## src/rtl/ir_pulse_rate_detector.sv

```systemverilog
// IR pulse-rate detector: hysteresis peak tracker, beat-interval counter and
// a sequential restoring divider producing BPM = floor(60*FS_HZ / interval).
module ir_pulse_rate_detector #(
  parameter int unsigned FS_HZ   = 500,
  parameter int unsigned HYST    = 1024,
  parameter int unsigned SETTLE  = 32,
  parameter int unsigned MIN_INT = 100,
  parameter int unsigned MAX_INT = 1000
) (
  input  logic        CLK_Filter,
  input  logic        rst_n,
  input  logic [19:0] IR_Filtered,
  output logic        Beat,
  output logic [8:0]  BPM,
  output logic        BPM_Valid,
  output logic        Div_Busy
);

  localparam int unsigned DATA_W  = 20;
  localparam int unsigned CMP_W   = DATA_W + 1;
  localparam int unsigned CNT_W   = 11;
  localparam int unsigned Q_W     = 15;
  localparam int unsigned BPM_W   = 9;
  localparam int unsigned ITER    = 15;
  localparam int unsigned ITER_W  = 4;
  localparam int unsigned WARM_W  = $clog2(SETTLE + 1);
  localparam int unsigned CNT_MAX = (1 << CNT_W) - 1;
  localparam int unsigned NUM     = 60 * FS_HZ;

  typedef enum logic [1:0] {
    WARMUP = 2'd0,
    RISE   = 2'd1,
    FALL   = 2'd2
  } state_e;

  state_e              state_q, state_d;
  logic [WARM_W-1:0]   warm_q, warm_d;
  logic [DATA_W-1:0]   max_q, max_d;
  logic [DATA_W-1:0]   min_q, min_d;
  logic [CNT_W-1:0]    cnt_q, cnt_d;
  logic                first_q, first_d;
  logic                beat_q, beat_d;
  logic [BPM_W-1:0]    bpm_q, bpm_d;
  logic                valid_q, valid_d;
  logic                busy_q, busy_d;
  logic [ITER_W-1:0]   iter_q, iter_d;
  logic [Q_W-1:0]      num_q, num_d;
  logic [CNT_W-1:0]    rem_q, rem_d;
  logic [CNT_W-1:0]    den_q, den_d;

  logic [CMP_W-1:0]    x_ext_c, max_ext_c, min_ext_c;
  logic                peak_c, trough_c, timeout_c, start_c;
  logic [CNT_W:0]      trial_c;
  logic                trial_ge_c;

  // 21-bit compares so the hysteresis offset can never wrap
  assign x_ext_c   = {1'b0, IR_Filtered};
  assign max_ext_c = {1'b0, max_q};
  assign min_ext_c = {1'b0, min_q};
  assign peak_c    = (state_q == RISE) && (max_ext_c > (x_ext_c + CMP_W'(HYST)));
  assign trough_c  = (state_q == FALL) && (x_ext_c > (min_ext_c + CMP_W'(HYST)));
  assign timeout_c = first_q && (cnt_q > CNT_W'(MAX_INT));
  assign start_c   = peak_c && first_q && !timeout_c && !busy_q &&
                     (cnt_q >= CNT_W'(MIN_INT)) && (cnt_q <= CNT_W'(MAX_INT));

  assign trial_c    = {rem_q, num_q[Q_W-1]};
  assign trial_ge_c = trial_c >= {1'b0, den_q};

  always_ff @(posedge CLK_Filter or negedge rst_n) begin
    if (!rst_n) begin
      state_q <= WARMUP;
      warm_q  <= '0;
      max_q   <= '0;
      min_q   <= '0;
      cnt_q   <= '0;
      first_q <= 1'b0;
      beat_q  <= 1'b0;
      bpm_q   <= '0;
      valid_q <= 1'b0;
      busy_q  <= 1'b0;
      iter_q  <= '0;
      num_q   <= '0;
      rem_q   <= '0;
      den_q   <= '0;
    end else begin
      state_q <= state_d;
      warm_q  <= warm_d;
      max_q   <= max_d;
      min_q   <= min_d;
      cnt_q   <= cnt_d;
      first_q <= first_d;
      beat_q  <= beat_d;
      bpm_q   <= bpm_d;
      valid_q <= valid_d;
      busy_q  <= busy_d;
      iter_q  <= iter_d;
      num_q   <= num_d;
      rem_q   <= rem_d;
      den_q   <= den_d;
    end
  end

  always_comb begin
    state_d = state_q;
    warm_d  = warm_q;
    max_d   = max_q;
    min_d   = min_q;
    cnt_d   = cnt_q;
    first_d = first_q;
    beat_d  = 1'b0;
    bpm_d   = bpm_q;
    valid_d = valid_q;
    busy_d  = busy_q;
    iter_d  = iter_q;
    num_d   = num_q;
    rem_d   = rem_q;
    den_d   = den_q;

    case (state_q)
      WARMUP: begin
        if (warm_q == WARM_W'(SETTLE - 1)) begin
          max_d   = IR_Filtered;
          state_d = RISE;
        end else begin
          warm_d = warm_q + WARM_W'(1);
        end
      end
      RISE: begin
        if (IR_Filtered > max_q) max_d = IR_Filtered;
        if (peak_c) begin
          min_d   = IR_Filtered;
          state_d = FALL;
        end
      end
      FALL: begin
        if (IR_Filtered < min_q) min_d = IR_Filtered;
        if (trough_c) begin
          max_d   = IR_Filtered;
          state_d = RISE;
        end
      end
      default: state_d = WARMUP;
    endcase

    if ((state_q != WARMUP) && (cnt_q != CNT_W'(CNT_MAX))) cnt_d = cnt_q + CNT_W'(1);

    // A stale beat history restarts from a fresh first peak
    if (timeout_c) begin
      first_d = 1'b0;
      valid_d = 1'b0;
    end else if (peak_c && !first_q) begin
      first_d = 1'b1;
      cnt_d   = CNT_W'(1);
    end else if (start_c) begin
      beat_d = 1'b1;
      cnt_d  = CNT_W'(1);
    end

    // Load, then 15 shift/subtract steps, then commit on the edge dropping busy
    if (start_c) begin
      busy_d = 1'b1;
      num_d  = Q_W'(NUM);
      rem_d  = '0;
      den_d  = cnt_q;
      iter_d = '0;
    end else if (busy_q) begin
      if (iter_q == ITER_W'(ITER)) begin
        busy_d  = 1'b0;
        bpm_d   = num_q[BPM_W-1:0];
        valid_d = 1'b1;
      end else begin
        rem_d  = trial_ge_c ? CNT_W'(trial_c - {1'b0, den_q}) : trial_c[CNT_W-1:0];
        num_d  = {num_q[Q_W-2:0], trial_ge_c};
        iter_d = iter_q + ITER_W'(1);
      end
    end
  end

  assign Beat      = beat_q;
  assign BPM       = bpm_q;
  assign BPM_Valid = valid_q;
  assign Div_Busy  = busy_q;

endmodule

```

## config.mk

```make
export PLATFORM = sky130hd
export DESIGN_NAME = ir_pulse_rate_detector
export DESIGN_NICKNAME = d
export VERILOG_FILES = /design/src/rtl/ir_pulse_rate_detector.sv
export SDC_FILE = /design/constraint.sdc
export NUM_CORES = 1
export LEC_CHECK = 0
export CORE_AREA = 2 2 124 126
export DETAILED_ROUTE_END_ITERATION = 6
export DIE_AREA = 0 0 126 128
export GPL_TIMING_DRIVEN = 0
export PLACE_DENSITY = 0.7
export SYNTH_ARGS = -nofsm -noshare
export SYNTH_HDL_FRONTEND = slang
export SYNTH_SLANG_ARGS = --single-unit
```

## constraint.sdc

```tcl
create_clock -name CLK_Filter -period 3.6 [get_ports CLK_Filter]
set_input_delay 0.54 -clock CLK_Filter [delete_from_list [all_inputs] [get_ports CLK_Filter]]
set_output_delay 0.54 -clock CLK_Filter [all_outputs]
set_load 0.02 [all_outputs]
```

==> results of run 1 <==
## cell families after synthesis
group	Yosys count
XOR/XNOR	35
multiplexers	72
flip-flops	113
buffers and inverters	84
adder cells (fa/ha/maj)	88
AO/OA/AOI/OAI	122
AND/OR/NAND/NOR	185
## cell type report
type                    count  share of cell area, %
multi-input cells         502                   48.1
flip-flops and latches    113                   33.7
clock buffers              21                   5.61
repair buffers             37                   4.28
inverters                  69                   3.09
well taps                 188                   2.80
clock inverters            11                   1.33
plain buffers              15                   1.15
## what timing repair did
item                                    in CTS  in global routing
setup buffers                                1                  2
pin swaps                                    2                  2
endpoints found under the setup margin      74                 67
gates resized for setup                     21                 19
## through the flow
step / setup WS [ps] / power, uW / TNS, ps / cells / area (sq um)
final: 93.2 / 8030 / 0 / 956 / 8390
after global routing: -54.2 / 8660 / -424 / 956 / 8390
after CTS: 54.2 / 8030 / 0 / 954 / 8350
after detailed placement: -1190 / 6300 / -77430 / 921 / 7740
after global placement: -2370 / 6110 / -337530 / 920 / 7710
after floorplan: 376 / 5310 / 0 / 699 / 7150
## state kept, by name, indices dropped and copies added, names as in the netlist
register	flops
state_q	2
rem_q	11
Div_Busy	1
iter_q	4
Beat	1
max_q	20
cnt_q	11
den_q	11
BPM_Valid	1
BPM	9
warm_q	6
min_q	20
num_q	15
first_q	1
## power breakdown
group / internal (uW) / switching [uW]
registers: 1890 / 500
logic: 1900 / 2090
clock network: 1060 / 593
## routing by layer
metal	share of wire, %	GRT usage (%)	wire length (microns)	vias to the layer above
li1	-	-	-	2602
met1	46	24.7	7090	2648
met2	49	32.9	7550	99
met3	3.2	5.34	498	26
met4	1.9	8.73	288	0
met5	0	0	0	-
## synth_stat cells, drive strengths merged, types with 2 or more instances
master	n	area, sq um
clkbuf	6	22.5
nand2	56	210
o22ai	12	81.3
a21o	6	45.0
dfrtp	113	2830
o22a	7	61.3
o31a	3	26.3
nand3	22	110
and4b	2	20.0
nor3	11	66.3
and3	6	37.5
nand4	19	119
o2111ai	2	17.5
o21ai	25	129
and2	3	18.8
xnor2	21	184
nor2	37	139
o311ai	3	26.3
a2111oi	2	23.8
a211o	2	17.5
nor4	3	25.0
nor2b	6	37.5
mux2i	31	310
mux2	41	465
o21a	7	52.6
a31oi	4	40.0
ha	87	1090
o31ai	2	15.0
a21oi	27	135
o2bb2ai	2	17.5
or4	2	18.8
nand2b	13	81.3
a211oi	5	37.5
inv	69	259
o211ai	5	42.5
xor2	14	123
buf	9	67.6
## worst max path at each step
stage,startpoint,end,slack (ps),depth (start not counted)
floorplan,IR_Filtered[10],den_q[7],380,14
global placement,rst_n,warm_q[4],-2370,1
detailed placement,IR_Filtered[11],den_q[8],-1190,15
CTS,IR_Filtered[10],den_q[8],50,15
global route,IR_Filtered[10],den_q[9],-50,15
finish,IR_Filtered[10],den_q[8],90,15
==> flow_summary.toml, run 1 <==
[power]
ir_drop_uv = 545
leakage_uw = 0.00390
p_per_area_mw_per_mm2 = 957

[die]
chipWidth_microns = 126
dieArea_sq_mm = 0.0161
rows = 45
io_pins = 34
core_sq_mm = 0.0149
die-height_microns = 128
initial_core_util_pct = 48.1

[finish]
drive_above_1_share_pct = 13.7
layout_commonest_cell = "dfrtp_1"
final_cell_mix = "dfrtp_1, ha_1, inv_1"
antennaDiodeCount = 0
multi_input_area_sq_mm = 0.00403
area_growth_pct = 17.4
final_nets = 865
fin_util_pct = 56.5
ff_latch_area_sq_mm = 0.00283
fill_cells = 1262

[global_routing]
grt_first_pass_wirelength_microns = 25800
overflow = 0
first_global_vias = 5434
antenna_found_initial = 0
track_usage_pct = 19.9
grt_max_degree = 66

[setup_path]
cp_num_buf_inv = 2
path_class = "input pin to register"
r2r_end = "max_q[16]"
r2r_slack_ps = 210
required_ps = 3890
path_common_cell = "nand3_1"
reg2reg_from = "min_q[10]"
end_kind = "register"
slowest_delay_ps = 450
worstPathMaxFanout = 10
rr_worst_depth = 14
startpoint_type = "input pin"
slowest_stage = "nor4_4"
worst_ep_arrival_time_ps = 3800
path_delay_family = "simple AND/OR/NAND/NOR gates"
worstPathCellList = "buf_2, ha_2, nand2_1, nor2_4, nand3_1, xor2_1, ha_1, nand3_1, nor4_4, o311ai_4, o211ai_2, nand4b_4, nor3_4, buf_6, mux2_1"

[cts]
cts_hold_buf = 0
clk_latency_ps = 420
cts_buffers = 17
root_buffer = "clkbuf_16"
cts_buffer_depth = 2
ctsHtreeMaxLevel = 4
clk_pin_slew_worst_paths_ps = 50
cts_tree = "yes"
clkSinkCount = 113

[synthesis]
yosysWarnings = 0
synth_xor_area_share_pct = 4.29
synth_seq_area_share_pct = 39.6
ys_types = 65
synth_fa_ha_area_share_pct = 15.5
syn_area_sq_mm = 0.00715
ys.flop_type = "dfrtp_1"
synthSimpleGateAreaFrac_pct = 13.1
ys_ff_latch = 113
syn_avg_cell_area_sq_um = 10.2
syn_nets = 809
synth_compound_area_share_pct = 11.8
synth.area.mux_share_pct = 10.9
synth_top_family_by_area = "adder cells"
synthArstFlopShare_pct = 100
netlist_instances = 699
synth_edf_count = 0

[timing]
max_freq_mhz = 285
min_period_ps = 3510
slew_viol_final = 0
finalCritPeriodShare_pct = 97.4
fin_skew_ps = 13.1
relSlewSlack_pct = 58.2
setup_viol = 0
tightest_slew_ps = 625
whs_ps = 67.8
timing.final.hold_violations = 0

[route]
viasPerCell = 5.62
wl_microns = 15400
via_count = 5375
drtAntennaViolNets = 0
drtPass1Iterations = 4
drt_iter0_drc = 319
drc = 0
wl_per_cell_microns = 16.1

[run]
maxCapViolations = 0

[status]
outcome = "complete, no violations"

[placed_design]
gp_congestion = 0.911
io_buffers = 33
hpwlAfterDp_microns = 11100

[min_path]
worstHoldPathType = "input pin to async pin"
No activity file was read; power rests on OpenSTA's default activity.
==> run 2, diff against run 1 <==
--- a/config.mk
+++ b/config.mk
@@ -10,6 +10,7 @@
 export DIE_AREA = 0 0 126 128
 export GPL_TIMING_DRIVEN = 0
 export PLACE_DENSITY = 0.7
+export SKIP_CTS_REPAIR_TIMING = 1
 export SYNTH_ARGS = -nofsm -noshare
 export SYNTH_HDL_FRONTEND = slang
 export SYNTH_SLANG_ARGS = --single-unit
==> flow_summary.toml, run 2 (same netlist as run 1, synthesis figures left out) <==
[global_routing]
track_usage_pct = 20.0
first_global_vias = 5431
antenna_found_initial = 0
grt_first_pass_wirelength_microns = 25900
overflow = 0
grt_max_degree = 66

[finish]
layout_commonest_cell = "dfrtp_1"
fin_cells = 956
finish.instance_area_sq_mm = 0.00839
drive_above_1_share_pct = 13.2
fin_util_pct = 56.4
area_growth_pct = 17.3
largest_registers = "max_q: 20 flops, min_q: 20 flops, num_q: 15 flops"
antennaDiodeCount = 0
final_cell_mix = "dfrtp_1, ha_1, inv_1"
final_nets = 865

[route]
drtPass1Iterations = 4
drtAntennaViolNets = 0
wl_per_cell_microns = 16.1
viasPerCell = 5.62
wl_microns = 15400
via_count = 5369
drc = 0
drt_iter0_drc = 302

[setup_path]
required_ps = 3890
end_kind = "register"
worstPathCellList = "clkbuf_2, ha_2, nand2_1, nor2_4, nand3_1, xor2_1, ha_1, nand3_1, nor4_4, o311ai_2, o211ai_2, nand4b_4, nor3_4, buf_6, mux2_1"
startpoint_type = "input pin"
worst_ep_arrival_time_ps = 3730
slowest_stage = "mux2_1"
worstPathMaxFanout = 10
r2r_slack_ps = 200
path_common_cell = "nand3_1"
slowest_delay_ps = 330
path_class = "input pin to register"

[cts]
clkSinkCount = 113
clk_latency_ps = 420
clk_pin_slew_worst_paths_ps = 50
cts_tree = "yes"
cts_buffer_depth = 2
cts_buffers = 17
ctsHtreeMaxLevel = 4
root_buffer = "clkbuf_16"

[timing]
slew_viol_final = 0
timing.final.ws_setup_ps = 163
finalCritPeriodShare_pct = 95.5
timing.final.hold_violations = 0
relSlewSlack_pct = 58.2
setup_viol = 0
rsz0062_at_grt = "false"
min_period_ps = 3440
max_freq_mhz = 291
tightest_slew_ps = 625
fin_skew_ps = 12.6
setup_tns_ps = 0

[power]
pwr-share-seq_pct = 29.8
comb_power_share_pct = 49.6
p_per_area_mw_per_mm2 = 956
switching_power_uw = 3170
switching_share_pct = 39.5
power_frac_clock_pct = 20.7
power.internal_uw = 4850
ir_drop_uv = 544
leakage_uw = 0.00394

[run]
maxCapViolations = 0

[placed_design]
gp_congestion = 0.911
hpwlAfterDp_microns = 11100
io_buffers = 33
dp_cells = 921
pre_cts_slack_ps = -1190
place_area_sq_mm = 0.00774

[die]
io_pins = 34
dieArea_sq_mm = 0.0161
die-height_microns = 128
chipWidth_microns = 126
core_sq_mm = 0.0149
rows = 45
initial_core_util_pct = 48.1

[min_path]
worstHoldPathType = "input pin to async pin"

[status]
outcome = "complete, no violations"
[run 2: final timing paths]
path / from / endpoint / depth (start not counted)
setup reg to reg: min_q[10] / max_q[16] / 14
max in group asynchronous: rst_n / den_q[8] / 2
hold reg to reg: warm_q[5] / warm_q[5] / 1
min in group CLK_Filter: warm_q[5] / warm_q[5] / 1
hold / removal: rst_n / max_q[14] / 1
setup / recovery: IR_Filtered[11] / den_q[8] / 15
[run 2: area by class of cell]
cell class,instances,area [sq um]
Clock inverter,11,111
Inverter,69,259
Clock buffer,21,470
Tap cell,188,235
Fill cell,1262,6480
Timing Repair Buffer,37,374
Buffer,15,96.3
Sequential cell,113,2830
Multi-Input combinational cell,502,4010
[run 2: routing by layer]
metal / routed length, microns / GRT usage [%] / vias up
met2: 7460 / 32.9 / 97
met3: 629 / 5.34 / 26
met1: 6990 / 24.8 / 2647
li1: - / - / 2599
met4: 301 / 8.60 / 0
met5: 0 / 0 / -
[run 2: worst max-delay path, delay by kind of cell]
family	cells	cell delay [ps]
AOI/OAI and AO/OA	2	350
xor gates and xnor gates	1	180
adders and majority gates	2	570
buffers and inverters	2	410
muxes	1	330
and+or+nand+nor	7	1330
[run 2: power by group through the flow]
stage               Sequential (uW)  Combinational [uW]  Clock, uW
floorplan                      2320                2990          0
global route                   2480                4430       1750
finish                         2390                3970       1660
global placement               2360                3740          0
CTS                            2390                3940       1690
detailed placement             2400                3910          0
[run 2: through the flow]
| step | hold slack (ps) | power (uW) |
|---|---|---|
| finish | 70.6 | 8020 |
| floorplan | 244 | 5310 |
| detailed placement | 462 | 6300 |
| CTS | 65.5 | 8010 |
| global route | 85.9 | 8660 |
| global placement | 463 | 6110 |
